==> src/rtl/wb_arb_pkg.sv <==
// Shared types for the two-requester Wishbone memory arbiter: FSM state encoding and one-hot grant constants.
// State values double as the grant vector so grant_o can be taken straight from the state register.
package wb_arb_pkg;

  typedef enum logic [1:0] {
    IDLE = 2'b00,
    GNT0 = 2'b01,
    GNT1 = 2'b10
  } arb_state_e;

  localparam logic [1:0] GRANT_NONE = 2'b00;
  localparam logic [1:0] GRANT_M0   = 2'b01;
  localparam logic [1:0] GRANT_M1   = 2'b10;

endpackage

==> src/rtl/wb_timeout_counter.sv <==
// Saturating granted-cycle counter; expired is combinational in the cycle the count reaches TIMEOUT_CYCLES.
// No backpressure: clear has priority over enable; TIMEOUT_CYCLES = 0 never expires.
module wb_timeout_counter #(
  parameter int TIMEOUT_CYCLES = 255
) (
  input  logic clk,
  input  logic rst_n,
  input  logic clear,
  input  logic enable,
  output logic expired
);

  localparam int CW = (TIMEOUT_CYCLES > 0) ? $clog2(TIMEOUT_CYCLES + 1) : 1;
  localparam logic [CW-1:0] CNT_MAX  = CW'(TIMEOUT_CYCLES);
  localparam logic [CW-1:0] CNT_LAST = CW'(TIMEOUT_CYCLES - 1);

  logic [CW-1:0] cnt;

  always_ff @(posedge clk or negedge rst_n) begin
    if (!rst_n) begin
      cnt <= '0;
    end else if (clear) begin
      cnt <= '0;
    end else if (enable && (cnt != CNT_MAX)) begin
      cnt <= cnt + CW'(1);
    end
  end

  // cnt holds completed granted cycles, so the current cycle is the TIMEOUT_CYCLES-th when cnt == LAST
  assign expired = (TIMEOUT_CYCLES != 0) && enable && (cnt == CNT_LAST);

endmodule

==> src/rtl/wb_mem_arbiter.sv <==
// Round-robin arbiter sharing one Wishbone memory between instruction fetch (m0) and data (m1) requesters.
// One cycle from request to s_cyc_o, one IDLE bubble between transactions; requester waits on ack/err.
module wb_mem_arbiter
  import wb_arb_pkg::*;
#(
  parameter int ADDR_WIDTH     = 32,
  parameter int DATA_WIDTH     = 32,
  parameter int TIMEOUT_CYCLES = 255
) (
  input  logic                    clk,
  input  logic                    rst_n,

  input  logic                    m0_cyc_i,
  input  logic                    m0_stb_i,
  input  logic                    m0_we_i,
  input  logic [DATA_WIDTH/8-1:0] m0_wstrb_i,
  input  logic [ADDR_WIDTH-1:0]   m0_addr_i,
  input  logic [DATA_WIDTH-1:0]   m0_data_i,
  output logic [DATA_WIDTH-1:0]   m0_data_o,
  output logic                    m0_ack_o,
  output logic                    m0_err_o,

  input  logic                    m1_cyc_i,
  input  logic                    m1_stb_i,
  input  logic                    m1_we_i,
  input  logic [DATA_WIDTH/8-1:0] m1_wstrb_i,
  input  logic [ADDR_WIDTH-1:0]   m1_addr_i,
  input  logic [DATA_WIDTH-1:0]   m1_data_i,
  output logic [DATA_WIDTH-1:0]   m1_data_o,
  output logic                    m1_ack_o,
  output logic                    m1_err_o,

  output logic                    s_cyc_o,
  output logic                    s_stb_o,
  output logic                    s_we_o,
  output logic [DATA_WIDTH/8-1:0] s_wstrb_o,
  output logic [ADDR_WIDTH-1:0]   s_addr_o,
  output logic [DATA_WIDTH-1:0]   s_data_o,
  input  logic [DATA_WIDTH-1:0]   s_data_i,
  input  logic                    s_ack_i,

  output logic [1:0]              grant_o
);

  arb_state_e state, state_nxt;
  logic       last_grant, last_grant_nxt;
  logic       m0_vld, m1_vld;
  logic       leave_gnt;
  logic       tmo_enable, tmo_clear, tmo_expired;

  assign m0_vld = m0_cyc_i & m0_stb_i;
  assign m1_vld = m1_cyc_i & m1_stb_i;

  assign m0_data_o = s_data_i;
  assign m1_data_o = s_data_i;

  always_ff @(posedge clk or negedge rst_n) begin
    if (!rst_n) begin
      state      <= IDLE;
      last_grant <= 1'b1;
    end else begin
      state      <= state_nxt;
      last_grant <= last_grant_nxt;
    end
  end

  // Counting only runs while the granted requester holds cyc and no ack arrives, so ack beats a same-cycle timeout
  always_comb begin
    tmo_enable = 1'b0;
    unique case (state)
      GNT0:    tmo_enable = m0_cyc_i & ~s_ack_i;
      GNT1:    tmo_enable = m1_cyc_i & ~s_ack_i;
      default: tmo_enable = 1'b0;
    endcase
  end

  assign tmo_clear = (state == IDLE) | leave_gnt;

  wb_timeout_counter #(
    .TIMEOUT_CYCLES(TIMEOUT_CYCLES)
  ) u_timeout (
    .clk    (clk),
    .rst_n  (rst_n),
    .clear  (tmo_clear),
    .enable (tmo_enable),
    .expired(tmo_expired)
  );

  always_comb begin
    state_nxt      = state;
    last_grant_nxt = last_grant;
    leave_gnt      = 1'b0;
    s_cyc_o        = 1'b0;
    s_stb_o        = 1'b0;
    s_we_o         = 1'b0;
    s_wstrb_o      = '0;
    s_addr_o       = '0;
    s_data_o       = '0;
    m0_ack_o       = 1'b0;
    m0_err_o       = 1'b0;
    m1_ack_o       = 1'b0;
    m1_err_o       = 1'b0;
    grant_o        = GRANT_NONE;

    unique case (state)
      IDLE: begin
        if (m0_vld && m1_vld) begin
          state_nxt = last_grant ? GNT0 : GNT1;
        end else if (m0_vld) begin
          state_nxt = GNT0;
        end else if (m1_vld) begin
          state_nxt = GNT1;
        end
      end

      GNT0: begin
        grant_o   = GRANT_M0;
        s_cyc_o   = m0_cyc_i;
        s_stb_o   = m0_stb_i;
        s_we_o    = m0_we_i;
        s_wstrb_o = m0_wstrb_i;
        s_addr_o  = m0_addr_i;
        s_data_o  = m0_data_i;
        // An aborting requester gets neither ack nor err even if memory answers
        if (!m0_cyc_i) begin
          leave_gnt = 1'b1;
        end else if (s_ack_i) begin
          m0_ack_o  = 1'b1;
          leave_gnt = 1'b1;
        end else if (tmo_expired) begin
          m0_err_o  = 1'b1;
          leave_gnt = 1'b1;
        end
        if (leave_gnt) begin
          state_nxt      = IDLE;
          last_grant_nxt = 1'b0;
        end
      end

      GNT1: begin
        grant_o   = GRANT_M1;
        s_cyc_o   = m1_cyc_i;
        s_stb_o   = m1_stb_i;
        s_we_o    = m1_we_i;
        s_wstrb_o = m1_wstrb_i;
        s_addr_o  = m1_addr_i;
        s_data_o  = m1_data_i;
        if (!m1_cyc_i) begin
          leave_gnt = 1'b1;
        end else if (s_ack_i) begin
          m1_ack_o  = 1'b1;
          leave_gnt = 1'b1;
        end else if (tmo_expired) begin
          m1_err_o  = 1'b1;
          leave_gnt = 1'b1;
        end
        if (leave_gnt) begin
          state_nxt      = IDLE;
          last_grant_nxt = 1'b1;
        end
      end

      default: begin
        state_nxt = IDLE;
      end
    endcase
  end

endmodule
==> config.mk <==
export PLATFORM = sky130hd
export DESIGN_NAME = wb_mem_arbiter
export DESIGN_NICKNAME = d
export VERILOG_FILES = /design/src/rtl/wb_arb_pkg.sv /design/src/rtl/wb_timeout_counter.sv /design/src/rtl/wb_mem_arbiter.sv
export SDC_FILE = /design/constraint.sdc
export NUM_CORES = 1
export LEC_CHECK = 0
export ABC_AREA = 1
export BUFFER_PORTS_ARGS = -buffer_cell sky130_fd_sc_hd__buf_2
export CAP_MARGIN = 20
export CORE_AREA = 5 5 120 122
export DETAILED_ROUTE_END_ITERATION = 10
export DIE_AREA = 0 0 125 127
export HOLD_SLACK_MARGIN = 0.12
export PLACE_DENSITY_LB_ADDON = 0.15
export SLEW_MARGIN = 40
export SYNTH_ARGS = -nofsm -noshare
export SYNTH_HDL_FRONTEND = slang
export SYNTH_SLANG_ARGS = --single-unit
==> constraint.sdc <==
create_clock -name clk -period 4.1 [get_ports clk]
set_input_delay 1.025 -clock clk [delete_from_list [all_inputs] [get_ports clk]]
set_output_delay 1.025 -clock clk [all_outputs]
set_load 0.02 [all_outputs]
==> results of run 1 <==
[stage by stage]
stage,power [mW],cells
after CTS,1.83,726
after detailed placement,1.65,722
after floorplan,1.21,409
after global routing,1.95,726
final,1.79,726
after global placement,1.64,722
[cell families after synthesis]
kind of cell / synth area share [%]
simple gates: 36.2
fa+ha+maj: 3.85
compound gates: 17.2
xor+xnor: 1.92
flops: 12.1
buf+inv: 28.7
[power by group]
group	internal (mW)	total, mW	switching (mW)
Clock	0.130	0.177	0.0467
Combinational	0.439	1.47	1.03
Sequential	0.129	0.144	0.0153
[state kept, by name (all words and copies together) (netlist names)]
| register | flops |
|---|---|
| u_timeout.cnt | 8 |
| state | 2 |
| last_grant | 1 |
[final timing paths]
check	end	slack, ns	depth (start not counted)
min in group asynchronous	u_timeout.cnt[3]	0.66	1
setup / recovery	m1_err_o	1.03	9
max in group asynchronous	last_grant	3.17	1
hold / removal	last_grant	0.50	2
setup reg to reg	u_timeout.cnt[1]	2.01	13
hold reg to reg	last_grant	0.50	2
[cells in the mapped netlist]
cell type and number:
nor3_1 2, xor2_1 3, nand2_1 162, buf_2 3, nand3_1 10, a21oi_1 70
nor2_8 1, nand2_4 2, nand4_1 1, ha_1 7, nor3_2 1, inv_2 3
inv_1 16, dfrtp_1 10, buf_1 4, xnor2_1 2, o21ai_0 8, dfstp_2 1
nor2_4 1, nand2_2 3, buf_4 66, clkbuf_1 15, nor2_1 18
[routing by layer]
metal	routed length (um)	up-vias
met5	20	-
met4	160	2
met2	5220	162
li1	-	1500
met3	978	20
met1	3970	1270
[critical path, delay by kind of cell, from the launching register on]
kind / cells / cell delay (ns)
AND/OR/NAND/NOR: 5 / 0.50
flip-flops: 1 / 0.40
buffers and inverters: 3 / 0.42
adder cells (fa/ha/maj): 1 / 0.48
[cell type report]
| class | instances | share of cell area [%] |
|---|---|---|
| multi-input combinational | 291 | 42.8 |
| sequential | 11 | 8.75 |
| tap | 176 | 6.97 |
| inverter | 19 | 2.26 |
| timing repair buffer | 225 | 36.8 |
| clock buffer | 4 | 2.50 |
==> summary.txt, run 1 <==
Critical path
  • Critical path class: reg -> out
  • WP data arrival: 2.05 ns
  • Startpoint types: flip-flop
  • FF-to-FF Start: state[0]
  • Peak fanout along the critical path: 19
  • Most common cell on crit path: nand2_2
  • Slowest cell delay on critical path: 0.48 ns
  • CP Cell Sequence: inv_1, ha_2, inv_2, nand2_2, nand2_4, nor2_8, nand2_2, nor3_1, buf_2
  • Worst path required time: 3.07 ns
  • Critical Path End Type: output pin
  • CP Launch Point: state[0]
  • CP max stage cell: ha_2

Clock tree
  • Cts bufs inserted: 3
  • Cts hold-fix bufs: 0
  • Cts repair resizes: 0
  • Htree depth: 1
  • CTS tree: built
  • CTS max path bufs: 2
  • Post-CTS Setup Bufs: 0
  • Worst-Skew Late Latency: 0.24 ns
  • Clk pin slew, worst setup/hold paths: 0.04 ns
  • CTS Sinks: 11
  • Clock Tree Root: clkbuf_16

Place
  • Place WS: 1.04 ns
  • GPL Wtd Cong: 0.800
  • Placed cell areas: 3080 um^2
  • Post-detail-place hpwl: 8.56 mm
  • IO buf count: 221

GRT
  • GRT met1 Usage: 13.5%
  • Total track usage: 11.9%
  • Initial antenna violation count: 1
  • Vias in the first global route: 2992
  • Gr busiest metal: met2
  • GR Util met3: 3.59%
  • GR Overflow Total: 0
  • Largest net degree at the start of global routing: 55
  • Global-route wire length before repair: 15.7 mm
  • GR Util met2: 21.8%

Synth
  • Syn avg cell area: 5.56 um^2
  • Synth Net Count: 593
  • Syn Std Cell Area: 2280 um^2
  • Area share of the largest cell type after synthesis: 26.7%
  • Gate Count Post-Synth: 409
  • Sequential share of the synthesized area: 12.1%
  • Synth Register Bits: 11
  • Synth area leaders: nand2_1, buf_4, a21oi_1
  • Post-synth top area cell: nand2_1
  • Yosys cell types: 23
  • Yosys warns: 0

Timing
  • Slew Viols, Final: 0
  • WHS: 0.496 ns
  • Setup-failing EPs final: 0
  • Total Neg Setup Slack: 0 ns
  • Worst slew pin tran: 0.509 ns
  • RSZ-0062 raised after global routing: no
  • Slew headroom: 66.0%
  • Final hold vios: 0
  • Tmin final: 3.07 ns
  • Max Freq: 0.326 GHz
  • Worst clock skew: 0.00303 ns
  • Setup ws final: 1.03 ns
  • Final Cycle Share: 74.9%

Final layout
  • Synthesis-to-layout area growth: 38.8%
  • Util after Layout: 24.1%
  • Ant diodes: 0
  • Most frequent cells in the layout: buf_2, nand2_1, a21oi_1
  • Commonest non-fill, non-tap cell in the layout: buf_2
  • Multi-input logic area: 1350 um^2
  • Proportion of layout cells with a drive suffix above 1: 44.0%
  • Final net count: 735
  • Cell area after layout: 3160 um^2
  • Reg area: 277 um^2
  • Fillers: 1527

Pwr
  • Leakage: 1.67 nW
  • Power Density: 566 nW/um^2
  • Peak VDD IR: 166 uV

Routing
  • Wirelength per Cell: 14.3 um
  • DR vias/cell: 4.07
  • Post-route ant nets: 0
  • Final WL: 10.4 mm
  • # DRC: 0
  • DR iter-0 viols: 85
  • Total number of vias: 2954
  • DR pass1 iterations: 4

Floorplan
  • Die area: 15900 um^2
  • Die width: 125 um
  • Io pins: 318
  • Core area: 13100 um^2
  • Chip height: 127 um
  • Row count: 42
  • Initial Util: 17.4%

Run
  • Max Cap Viol: 0

Min path
  • Hold_sp: last_grant
  • Hold crit path type: reg -> reg

Status
  • Status: finished clean
No activity file was read; power rests on OpenSTA's default activity.
==> inputs of run 2 (changes only) <==
Clock period 4.1 ns to 3 ns, I/O delays scaled along.
==> run 2 against run 1 <==
  * Critical path depth stayed put
  * Largest power group unchanged
  * Clock-buffer cell count stayed put
  * Worst hold slack got worse by 0.11 ns
==> summary.txt, run 2 (synthesized netlist as in run 1, its figures left out) <==
Run
  • Max Cap Viol: 0 (unchanged)

Critical path
  • WP data arrival: 2.00 ns (-0.05 ns)
  • Crit path buf inv count: 3 (unchanged)
  • Startpoint types: flip-flop
  • CP Cell Sequence: inv_1, ha_2, inv_2, nand2_2, nand2_4, nor2_8, nand2_2, nor3_1, buf_2
  • Worst path required time: 2.25 ns (-0.82 ns)
  • Top delay family on crit path: simple AND/OR/NAND/NOR gates
  • Critical path class: reg -> out
  • Most common cell on crit path: nand2_2
  • Critical Path End Type: output pin
  • Slowest cell delay on critical path: 0.43 ns (-0.05 ns)
  • Peak fanout along the critical path: 17 (-2)
  • CP max stage cell: ha_2

Routing
  • Post-route ant nets: 0 (unchanged)
  • DR vias/cell: 4.11 (+1.0%)
  • DR iter-0 viols: 122 (+44%)
  • # DRC: 0 (unchanged)
  • Total number of vias: 2988 (+1.2%)
  • DR pass1 iterations: 4 (unchanged)
  • Final WL: 10.6 mm (+2.5%)
  • Wirelength per Cell: 14.6 um (+2.3%)

Status
  • Status: finished clean

Final layout
  • Max FFs per register: 8 (unchanged)
  • Final net count: 736 (+0.14%)
  • Top reg by flops: u_timeout.cnt
  • Synthesis-to-layout area growth: 39.7%
  • Ant diodes: 0 (unchanged)
  • Most frequent cells in the layout: buf_2, nand2_1, a21oi_1
  • Post-Layout Cell Count: 727 (+0.14%)
  • Proportion of layout cells with a drive suffix above 1: 44.1% (+0.10 points)
  • Commonest non-fill, non-tap cell in the layout: buf_2
  • Largest registers: u_timeout.cnt (8), state (2), last_grant (1)

Pwr
  • Power Density: 778 nW/um^2 (+38%)
  • Peak VDD IR: 209 uV (+26%)
  • Leakage: 1.68 nW (+0.41%)

GRT
  • Initial antenna violation count: 2 (+1)
  • Total track usage: 12.0% (+0.17 points)
  • Largest net degree at the start of global routing: 74 (+35%)
  • GR Overflow Total: 0 (unchanged)
  • Vias in the first global route: 2979 (-0.43%)
  • Global-route wire length before repair: 16.0 mm (+2.0%)

Timing
  • Final Cycle Share: 91.8%
  • Tmin final: 2.75 ns
  • Slew headroom: 74.6% (+8.6 points)
  • Total Neg Setup Slack: 0 ns (unchanged)
  • Final hold vios: 0 (unchanged)
  • Setup-failing EPs final: 0 (unchanged)
  • Worst clock skew: 0.00226 ns (-0.000771 ns)
  • RSZ-0062 raised after global routing: no
  • Max Freq: 0.363 GHz
  • Worst slew pin tran: 0.380 ns (-0.129 ns)
  • Slew Viols, Final: 0 (unchanged)

Clock tree
  • Htree depth: 1 (unchanged)
  • Worst-Skew Late Latency: 0.24 ns (about the same)
  • CTS tree: built
  • CTS Sinks: 11 (unchanged)
  • Cts repair resizes: 0 (unchanged)
  • CTS max path bufs: 2 (unchanged)
  • Cts hold-fix bufs: 0 (unchanged)
  • Post-CTS Setup Bufs: 0 (unchanged)
  • Clk pin slew, worst setup/hold paths: 0.04 ns (about the same)
  • Clock Tree Root: clkbuf_16
  • Cts bufs inserted: 3 (unchanged)

Floorplan
  • Io pins: 318 (unchanged)
  • Initial Util: 17.4% (unchanged)
  • Die area: 15900 um^2 (unchanged)
  • Chip height: 127 um (unchanged)
  • Core area: 13100 um^2 (unchanged)
  • Row count: 42 (unchanged)
  • Die width: 125 um (unchanged)

Place
  • IO buf count: 221 (unchanged)
  • GPL Wtd Cong: 0.770 (-3.7%)
  • Placed cells: 723 (+0.14%)
  • Post-detail-place hpwl: 8.88 mm (+3.7%)

Min path
  • Hold crit path type: in -> async
[run 2: cell types whose count changed in the layout (fill, tap and decap cells not counted)]
cell	previous run	this run
buf_12	2	3
[run 2: worst paths after layout]
path / slack [ns] / startpoint / cells after the start / end
hold / removal: 0.38 / rst_n / 1 / u_timeout.cnt[7]
max in group asynchronous: 2.35 / rst_n / 1 / last_grant
setup reg to reg: 1.00 / state[0] / 13 / u_timeout.cnt[2]
setup / recovery: 0.25 / state[0] / 9 / m1_err_o
min in group clk: 0.49 / last_grant / 2 / last_grant
hold reg to reg: 0.49 / last_grant / 2 / last_grant
[run 2: power breakdown]
part	internal (mW)	leakage [nW]	total, mW	switching [mW]
logic	0.632	1.49	2.03	1.40
clock network	0.178	0.0382	0.245	0.0661
registers	0.176	0.148	0.196	0.0194
[run 2: per-layer routing]
layer | share of wire, % | vias to the layer above | routed length, um | track usage [%]
met1 | 37 | 1298 | 3910 | 13.5
met2 | 51 | 165 | 5450 | 22.2
met4 | 1.3 | 4 | 139 | 2.49
met3 | 10 | 20 | 1090 | 4.01
met5 | 0.20 | - | 21 | 0
li1 | - | 1501 | - | -
[run 2: metrics by stage]
stage          area [um^2]  power [mW]  hold slack, ns  setup slack, ns  utilization [%]
6_report              3180        2.47           0.381            0.247             24.3
5_1_grt               3180        2.69           0.403           0.0582             24.3
4_1_cts               3180        2.52           0.391            0.206             24.3
3_5_place_dp          3100        2.27           0.497            0.467             23.7
3_3_place_gp          3100        2.27           0.505            0.525             23.7
2_1_floorplan         2280        1.65           0.454            0.541                -
[run 2: cell type report]
class / instances / area [um^2]
clock buffer: 4 / 78.8
fill: 1525 / 9910
timing repair buffer: 226 / 1180
inverter: 19 / 71.3
sequential: 11 / 277
tap: 176 / 220
multi-input combinational: 291 / 1350
==> inputs of run 3 (changes only) <==
Clock period 3 ns to 3.3 ns, I/O delays scaled along.
==> run 3 against run 2 <==
  * Clock skew shrank 0.00097 ns
  * Final area grew 0.55%
  * Via count shrank 0.80%
  * Sequential share of layout area is essentially flat
  * Clock power shrank 11%
  * Power shrank 7.6%
  * Non-clock buffer count grew 2
  * Combinational power shrank 7%
  * Flip-flop and latch count is the same
  * Critical path depth is the same
  * Routed wire length shrank 2.8%
  * Critical path type unchanged
==> summary.txt, run 3 (synthesized netlist as in run 1, its figures left out) <==
Timing
  • Tmin final: 2.86 ns
  • Final Cycle Share: 86.8%
  • Final hold vios: 0 (unchanged)
  • Worst slew pin tran: 0.448 ns (+0.0675 ns)
  • RSZ-0062 raised after global routing: no
  • Slew Viols, Final: 0 (unchanged)
  • Setup-failing EPs final: 0 (unchanged)
  • Max Freq: 0.349 GHz
  • Slew headroom: 70.1% (-4.5 points)
  • Worst clock skew: 0.00130 ns (-0.000966 ns)
  • Setup ws final: 0.436 ns (+0.189 ns)
  • Total Neg Setup Slack: 0 ns (unchanged)

Place
  • GPL Wtd Cong: 0.767 (-0.44%)
  • Placed cell areas: 3120 um^2 (+0.48%)
  • Post-detail-place hpwl: 8.64 mm (-2.8%)
  • Place WS: 0.637 ns (+0.170 ns)
  • IO buf count: 221 (unchanged)

Pwr
  • Internal: 925 uW (-6.3%)
  • Clock power share: 9.6% (-0.3 points)
  • Final Power: 2.29 mW (-7.6%)
  • Sw power: 1.36 mW (-8.4%)
  • Power share of the combinational group: 82.6% (+0.4 points)
  • Power Density: 715 nW/um^2 (-8.1%)
  • Leakage: 1.69 nW (+0.74%)
  • Peak VDD IR: 201 uV (-3.5%)
  • Sw Ratio: 59.6% (-0.56 points)
  • Sequential share of power: 7.8% (about the same)

Floorplan
  • Die width: 125 um (unchanged)
  • Die area: 15900 um^2 (unchanged)
  • Io pins: 318 (unchanged)
  • Core area: 13100 um^2 (unchanged)
  • Row count: 42 (unchanged)
  • Initial Util: 17.4% (unchanged)
  • Chip height: 127 um (unchanged)

Routing
  • DR pass1 iterations: 4 (unchanged)
  • Total number of vias: 2964 (-0.80%)
  • Post-route ant nets: 0 (unchanged)
  • DR vias/cell: 4.06 (-1.2%)
  • Wirelength per Cell: 14.1 um (-3.2%)
  • DR iter-0 viols: 113 (-7.4%)
  • # DRC: 0 (unchanged)
  • Final WL: 10.3 mm (-2.8%)

GRT
  • Largest net degree at the start of global routing: 45 (-39%)
  • GR Overflow Total: 0 (unchanged)
  • Initial antenna violation count: 4 (+2)
  • Global-route wire length before repair: 16.0 mm (+0.21%)
  • Total track usage: 12.0% (-0.056 points)
  • Vias in the first global route: 3044 (+2.2%)

Final layout
  • Fillers: 1557 (+2.1%)
  • Commonest non-fill, non-tap cell in the layout: buf_2
  • Top reg by flops: u_timeout.cnt
  • Largest registers: u_timeout.cnt (8), state (2), last_grant (1)
  • Synthesis-to-layout area growth: 40.5%
  • Cell area after layout: 3200 um^2 (+0.55%)
  • Reg area: 277 um^2 (unchanged)
  • Util after Layout: 24.4% (+0.13 points)
  • Max FFs per register: 8 (unchanged)
  • Multi-input logic area: 1350 um^2 (unchanged)
  • Final net count: 738 (+0.27%)
  • Most frequent cells in the layout: buf_2, nand2_1, a21oi_1
  • Proportion of layout cells with a drive suffix above 1: 44.3% (+0.20 points)

Critical path
  • Cells on worst reg2reg path: 13 (unchanged)
  • Peak fanout along the critical path: 18 (+1)
  • CP Cell Sequence: inv_1, ha_2, inv_2, nand2_2, nand2_4, nor2_8, nand2_2, nor3_1, buf_2
  • CP max stage cell: ha_2
  • RR Endpoint: u_timeout.cnt[2]
  • Critical path class: reg -> out
  • WP data arrival: 2.04 ns (+0.04 ns)
  • Most common cell on crit path: nand2_2
  • R2R Setup Slk: 1.24 ns (+0.24 ns)
  • Critical Path End Type: output pin
  • Startpoint types: flip-flop
  • FF-to-FF Start: state[0]
  • Slowest cell delay on critical path: 0.48 ns (+0.05 ns)
  • Worst path required time: 2.47 ns (+0.22 ns)

Clock tree
  • CTS max path bufs: 2 (unchanged)
  • Cts repair resizes: 0 (unchanged)
  • Cts bufs inserted: 3 (unchanged)
  • Clk pin slew, worst setup/hold paths: 0.04 ns (about the same)
  • CTS tree: built
  • Cts hold-fix bufs: 0 (unchanged)
  • Worst-Skew Late Latency: 0.24 ns (about the same)
  • Htree depth: 1 (unchanged)
  • Post-CTS Setup Bufs: 0 (unchanged)
  • CTS Sinks: 11 (unchanged)
  • Clock Tree Root: clkbuf_16

Min path
  • Hold crit path type: in -> async

Status
  • Status: finished clean

Run
  • Max Cap Viol: 0 (unchanged)
==> run 3: cell types whose count changed in the layout (fill, tap and decap cells not counted) <==
cell     change
diode_2      +1
buf_4        +2
==> run 3: power groups by stage <==
stage               combinational, mW  clock, mW  sequential (mW)
floorplan                        1.33          0            0.176
global placement                 1.92          0            0.180
detailed placement               1.93          0            0.180
CTS                              1.93      0.224            0.179
global route                     2.09      0.226            0.182
finish                           1.89      0.219            0.179
==> run 3: worst max path at each step <==
stage | slack [ns] | to | cells past startpoint | start
after floorplan | 0.69 | m1_err_o | 5 | s_ack_i
after global placement | 0.69 | m1_err_o | 7 | s_ack_i
after detailed placement | 0.64 | m1_err_o | 7 | s_ack_i
after CTS | 0.41 | m1_err_o | 9 | state[0]
after global routing | 0.25 | m1_err_o | 9 | state[0]
final | 0.44 | m1_err_o | 9 | state[0]
==> run 3: cell type report <==
class,count,share of cell area (%)
Clock buffer,4,2.47
Sequential cell,11,8.65
Multi-Input combinational cell,291,42.3
Inverter,19,2.23
Timing Repair Buffer,228,37.4
Tap cell,176,6.89
Antenna cell,1,0.0783
==> run 3: metrics by stage <==
step | hold WS [ns] | std cells
after floorplan | 0.467 | 409
after global placement | 0.496 | 725
after detailed placement | 0.491 | 725
after CTS | 0.465 | 729
after global routing | 0.481 | 730
final | 0.458 | 730
==> run 3: critical path: cells and delay by family (launching register included) <==
kind,cells,cell delay [ns]
AND/OR/NAND/NOR,5,0.50
adder cells (fa/ha/maj),1,0.48
flip-flops,1,0.40
buffers and inverters,3,0.42
==> run 3: metal layers <==
| metal | vias up | wire length (um) | GRT usage [%] |
|---|---|---|---|
| met2 | 160 | 5190 | 22.0 |
| met5 | - | 34 | 0 |
| met3 | 24 | 1020 | 3.84 |
| met1 | 1270 | 3900 | 13.7 |
| li1 | 1504 | - | - |
| met4 | 6 | 155 | 2.10 |
